**config.mk**
```make
export PLATFORM = sky130hd
export DESIGN_NAME = alu_op_sequencer
export DESIGN_NICKNAME = d
export VERILOG_FILES = /design/src/rtl/alu_op_sequencer_pkg.sv /design/src/rtl/alu_op_sequencer_timer.sv /design/src/rtl/alu_op_sequencer.sv
export SDC_FILE = /design/constraint.sdc
export NUM_CORES = 1
export LEC_CHECK = 0
export CAP_MARGIN = 20
export CORE_MARGIN = 2
export CORE_UTILIZATION = 48
export DETAILED_ROUTE_END_ITERATION = 10
export PLACE_DENSITY_LB_ADDON = 0.08
export SLEW_MARGIN = 20
export SYNTH_ARGS = -nofsm -noshare
export SYNTH_HDL_FRONTEND = slang
export SYNTH_SLANG_ARGS = --single-unit
```
**constraint.sdc**
```tcl
create_clock -name CLK -period 2.45 [get_ports CLK]
set_clock_uncertainty 0.15 [all_clocks]
set_input_delay 0.49 -clock CLK [delete_from_list [all_inputs] [get_ports CLK]]
set_output_delay 0.49 -clock CLK [all_outputs]
set_load 0.02 [all_outputs]
```
**src/rtl/alu_op_sequencer_pkg.sv**
```systemverilog
// Shared definitions for the ALU operation sequencer: state encoding,
// frame header nibbles, shift function codes and the idle-timeout default.
package alu_op_sequencer_pkg;

  typedef enum logic [3:0] {
    IDLE,
    GET_A0,
    GET_A1,
    GET_B0,
    GET_B1,
    EXEC,
    CAPT,
    SEND_LO,
    SEND_HI
  } state_t;

  localparam logic [3:0] HDR_LOAD    = 4'hA;
  localparam logic [3:0] HDR_REUSE   = 4'hB;
  localparam logic [3:0] FUN_SHR     = 4'hD;
  localparam logic [3:0] FUN_SHL     = 4'hE;
  localparam logic [3:0] FUN_DEFAULT = 4'hF;

  localparam int TIMEOUT_DEFAULT = 255;

  // Shift operations take only operand A; B keeps its stored value.
  function automatic logic is_shift(input logic [3:0] fun);
    return (fun == FUN_SHR) || (fun == FUN_SHL);
  endfunction

endpackage

```
**src/rtl/alu_op_sequencer_timer.sv**
```systemverilog
// Idle-cycle counter for operand collection; saturates at LIMIT and
// raises expired until cleared.
module alu_seq_timer
  import alu_op_sequencer_pkg::*;
#(
  parameter int LIMIT = TIMEOUT_DEFAULT
) (
  input  logic clk,
  input  logic rst,
  input  logic clear,
  input  logic run,
  output logic expired
);

  logic [7:0] r_count;

  assign expired = (r_count == 8'(LIMIT));

  always_ff @(posedge clk or posedge rst) begin
    if (rst) begin
      r_count <= 8'd0;
    end else if (clear) begin
      r_count <= 8'd0;
    end else if (run && !expired) begin
      r_count <= r_count + 8'd1;
    end
  end

endmodule

```
**src/rtl/alu_op_sequencer.sv**
```systemverilog
// Frame-driven sequencer: collects header and operand bytes, drives an
// external registered ALU for one cycle, then returns the 16-bit result as two bytes.
module alu_op_sequencer
  import alu_op_sequencer_pkg::*;
#(
  parameter int TIMEOUT = TIMEOUT_DEFAULT
) (
  input  logic        CLK,
  input  logic        RST,
  input  logic [7:0]  RX_DATA,
  input  logic        RX_VALID,
  output logic        RX_READY,
  output logic [7:0]  TX_DATA,
  output logic        TX_VALID,
  input  logic        TX_READY,
  output logic [15:0] ALU_A,
  output logic [15:0] ALU_B,
  output logic [3:0]  ALU_FUN,
  output logic        ALU_EN,
  input  logic [15:0] ALU_OUT,
  output logic        BUSY,
  output logic        ERR
);

  state_t      r_state;
  state_t      w_next;
  logic [15:0] r_a;
  logic [15:0] r_b;
  logic [15:0] r_result;
  logic [3:0]  r_fun;
  logic        r_err;
  logic        w_err;
  logic        w_in_get;
  logic        w_rx_acc;
  logic        w_expired;
  logic        w_load_fun;
  logic        w_load_a_lo;
  logic        w_load_a_hi;
  logic        w_load_b_lo;
  logic        w_load_b_hi;

  assign w_in_get = (r_state == GET_A0) || (r_state == GET_A1) ||
                    (r_state == GET_B0) || (r_state == GET_B1);
  // Held low during reset so no byte looks accepted while the block is cleared.
  assign RX_READY = (w_in_get || (r_state == IDLE)) && !RST;
  assign w_rx_acc = RX_VALID && RX_READY;

  assign TX_VALID = (r_state == SEND_LO) || (r_state == SEND_HI);
  assign TX_DATA  = (r_state == SEND_HI) ? r_result[15:8] :
                    (r_state == SEND_LO) ? r_result[7:0]  : 8'h00;
  assign ALU_A    = r_a;
  assign ALU_B    = r_b;
  assign ALU_FUN  = r_fun;
  assign ALU_EN   = (r_state == EXEC);
  assign BUSY     = (r_state != IDLE);
  assign ERR      = r_err;

  alu_seq_timer #(
    .LIMIT(TIMEOUT)
  ) u_timer (
    .clk    (CLK),
    .rst    (RST),
    .clear  (!w_in_get || w_rx_acc),
    .run    (w_in_get),
    .expired(w_expired)
  );

  always_comb begin
    w_next      = r_state;
    w_err       = 1'b0;
    w_load_fun  = 1'b0;
    w_load_a_lo = 1'b0;
    w_load_a_hi = 1'b0;
    w_load_b_lo = 1'b0;
    w_load_b_hi = 1'b0;
    case (r_state)
      IDLE: begin
        if (w_rx_acc) begin
          if (RX_DATA[7:4] == HDR_LOAD) begin
            w_load_fun = 1'b1;
            w_next     = GET_A0;
          end else if (RX_DATA[7:4] == HDR_REUSE) begin
            w_load_fun = 1'b1;
            w_next     = EXEC;
          end else begin
            w_err = 1'b1;
          end
        end
      end
      GET_A0: begin
        if (w_rx_acc) begin
          w_load_a_lo = 1'b1;
          w_next      = GET_A1;
        end else if (w_expired) begin
          w_err  = 1'b1;
          w_next = IDLE;
        end
      end
      GET_A1: begin
        if (w_rx_acc) begin
          w_load_a_hi = 1'b1;
          w_next      = is_shift(r_fun) ? EXEC : GET_B0;
        end else if (w_expired) begin
          w_err  = 1'b1;
          w_next = IDLE;
        end
      end
      GET_B0: begin
        if (w_rx_acc) begin
          w_load_b_lo = 1'b1;
          w_next      = GET_B1;
        end else if (w_expired) begin
          w_err  = 1'b1;
          w_next = IDLE;
        end
      end
      GET_B1: begin
        if (w_rx_acc) begin
          w_load_b_hi = 1'b1;
          w_next      = EXEC;
        end else if (w_expired) begin
          w_err  = 1'b1;
          w_next = IDLE;
        end
      end
      EXEC:    w_next = CAPT;
      CAPT:    w_next = SEND_LO;
      SEND_LO: if (TX_READY) w_next = SEND_HI;
      SEND_HI: if (TX_READY) w_next = IDLE;
      default: w_next = IDLE;
    endcase
  end

  // Operands and function change only on accepted bytes; the result is
  // captured from the ALU during CAPT, one cycle after the ALU_EN cycle.
  always_ff @(posedge CLK or posedge RST) begin
    if (RST) begin
      r_state  <= IDLE;
      r_a      <= 16'h0000;
      r_b      <= 16'h0000;
      r_fun    <= FUN_DEFAULT;
      r_result <= 16'h0000;
      r_err    <= 1'b0;
    end else begin
      r_state <= w_next;
      r_err   <= w_err;
      if (w_load_fun)  r_fun      <= RX_DATA[3:0];
      if (w_load_a_lo) r_a[7:0]   <= RX_DATA;
      if (w_load_a_hi) r_a[15:8]  <= RX_DATA;
      if (w_load_b_lo) r_b[7:0]   <= RX_DATA;
      if (w_load_b_hi) r_b[15:8]  <= RX_DATA;
      if (r_state == CAPT) r_result <= ALU_OUT;
    end
  end

endmodule

```
==> results.md, run 1 <==
* Chip height at slightly above 80 um
* Synth top area share at slightly above 50%
* Cts bufs inserted at 9
* RSZ-0062 raised after global routing: no
* Relative slew margins at a little under half
* Crit-path cells: nor3_2, and2_1, buf_12, a22o_1, clkdlybuf4s15_1
* Final #Nets at ~350
* Post-Synthesis Cell Area at slightly below 3000 um^2
* Fin crit share at 95.8%
* Overall Global Routing Usage at 20.1%
* Achievable frequency at 426 MHz
* Max Cap Viol at 0
* Pre-CTS setup slack at -0.00907 ns
* Net Sw Power at between 1.5 and 2 mW
* Post_cts resized at 12
* Max incr delay on CP at around 0.42 ns
* Critical Path AT at around 1.7 ns
* LEAKAGE at 1.77 nW
* Non-Filler Instances at around 400
* CTS Buffer Depth at 2
* P per Cell Area at roughly 1200 nW/um^2
* Critical path type: flop to output pin
* Setup violations, final at 0
* YS warnings at 0
* Post-detail-place hpwl at between 4000 and 5000 um
* Final ANT Viol Nets at 0
* Sw frac at a little over a third
* Port Buffers at 76
* Syn avg cell area at 13.5 um^2
* Maximum VDD drop at 0.743 mV
* Most common cell in the netlist: dfrtp_1
* Seq pwr share at a little under two fifths
* Post-synth top area cell: dfrtp_1
* Commonest cells post-synth: 61 x dfrtp_1, 43 x mux2_2, 11 x nor2_1
* Setup WS post-layout at between 0.1 and 0.15 ns
* Synth cell types at a little under 50
* Via count at about 2200
* Root buf cell: clkbuf_8
* First-pass GRT wire length at 10100 um
* Status: complete, no violations
* TritonCTS clock tree: yes
* Internal at between 3 and 4 mW
* Synth-to-Final Area Change at 36.8%
* Remaining Overflow, GRT at 0
* Clk sinks at 65
* ANT cells at 0
* Setup TNS at 0 ns
* Worst-Skew Late Latency at between 0.3 and 0.4 ns
* Worst slew pin tran at 0.783 ns
* Power share of the combinational group at 47.3%
* Worst hold path class: flop to flop
* Largest net degree at the start of global routing at 66
* Required time worst endpoint at approximately 1.8 ns
* Clock share of power at between 10% and 20%
* Post-synth EDFFs at 0
* Crit path max-delay cell type: dfrtp_1
* Ys async rst share at between 90% and 100%
* Final slew viol count at 0
* CTS H-tree depth at 3
* I/O Pins at 77
* Synthesized flop and latch total at between 60 and 70
* Vias per inst at between 5 and 6
* Clock Pin Slew Worst Setup and Hold Paths at approximately 0.060 ns
* Starting utilization of the core area at 49.8%
* Initial antenna violation count at 0
* Min Tclk post-route at ~2.3 ns
* Post-Syn Instances at roughly 220
* Starting DRT DRC Count at 80
* CP max FO at 10
* Register area share after synthesis at a little under three fifths
* DIE AREA at between 6000 and 7000 um^2
* Hold Buf Count CTS at 0
* Ys flop type: dfrtp_1
* Core Box Area at around 6000 um^2
* # rows at 28
* DR pass1 iterations at 5
* Vias in the first global route at around 2100
* Final hold violations at 0
* DR DRC count at 0
* Routed wire length at between 6000 and 7000 um
* Crit path buf inv count at 2
* Die X at a little over 80 um
* Core Util, Final at approximately 70%
* Post-CTS Setup Repair Bufs at 0
* DP Cell Count at 381
* Overall power after layout at ~4.9 mW
* Post-DR wirelength/cell at ~16 um
* Global placement routability congestion at slightly above 0.8
* Worst Setup End Kind: output pin
* Synth top area cells: dfrtp_1 52%, mux2_2 16%, mux2_1 3.8%
* Layout cells sized above 1 at 31.8%
* Startpoint Class: flop
* Kind of cell adding the most delay to the critical path: buffers and inverters
* Post-Syn Nets at between 200 and 250
[stage by stage]
stage	hold WS, ns	area, um^2
2_1_floorplan	0.309	2950
3_3_place_gp	0.318	3910
3_5_place_dp	0.326	3910
4_1_cts	0.340	4060
5_1_grt	0.358	4030
6_report	0.336	4030
[power groups by stage]
stage / logic (mW) / clock network, mW / registers (mW)
after CTS: 2.37 / 0.782 / 1.85
after global routing: 2.50 / 0.830 / 1.91
final: 2.34 / 0.755 / 1.84
after floorplan: 1.01 / 0 / 2.19
after global placement: 2.35 / 0 / 1.84
after detailed placement: 2.38 / 0 / 1.86
[worst reg2reg max path: stages, from the launching register on]
cell,delay [ns]
dfrtp_1,0.42
buf_4,0.19
nor2_1,0.14
buf_4,0.17
nand4_4,0.23
o221a_1,0.31
o41ai_2,0.19
[routing by layer]
layer | global-route usage [%] | vias to the layer above | share of wire [%]
met5 | 0 | - | 0
met4 | 9.00 | 0 | 1.6
met3 | 4.89 | 11 | 6.2
met2 | 32.3 | 65 | 47
met1 | 25.9 | 1066 | 45
li1 | - | 1015 | -
[placed cells by master, fill, tap and decap left out, types with 4 or more instances in the layout]
master / n
clkdlybuf4s50_1: 65
dfrtp_1: 61
mux2_2: 43
buf_4: 16
nor2_1: 11
mux2_1: 10
clkbuf_8: 10
a22o_1: 9
clkbuf_2: 9
nand2_1: 8
o21ai_0: 6
nand3_1: 5
nor3_1: 5
dfstp_2: 4
xor2_1: 4
a21oi_1: 4
clkinv_2: 4
[cell type report]
class	instances	area [um^2]
Clock buffer	11	141
Clock inverter	4	20.0
Fill cell	450	1890
Inverter	2	11.3
Multi-Input combinational cell	146	1270
Sequential cell	65	1630
Tap cell	75	93.8
Timing Repair Buffer	93	858
[cells by family after synthesis]
group                      share of synthesized area, %
AOI/OAI and AO/OA                                  8.83
xor gates and xnor gates                           1.49
adders and majority gates                         0.425
buffers and inverters                              1.57
DFF                                                55.4
muxes                                              20.3
and+or+nand+nor                                    12.1
[state kept, by name (all words and copies together) (netlist names)]
signal / flops
ALU_B: 16
r_state: 4
ALU_FUN: 4
r_result: 16
u_timer.r_count: 8
ALU_A: 16
ERR: 1
[worst paths after layout]
check                       startpoint           to  slack (ns)  cells past startpoint
setup / recovery            r_state[1]   TX_DATA[5]        0.10                      5
hold / removal             r_result[8]  r_result[8]        0.34                      1
setup reg to reg            r_state[2]   r_state[1]        0.55                      6
hold reg to reg            r_result[8]  r_result[8]        0.34                      1
max in group asynchronous          RST     ALU_A[3]        0.82                      4
min in group asynchronous          RST   r_state[2]        0.82                      4
No activity file was read; power rests on OpenSTA's default activity.
==> run 2: changes to the inputs <==
CAP_MARGIN = 5   (was 20)
==> results of run 2 <==
Final layout, timing and power as in run 1 (identical DEF).
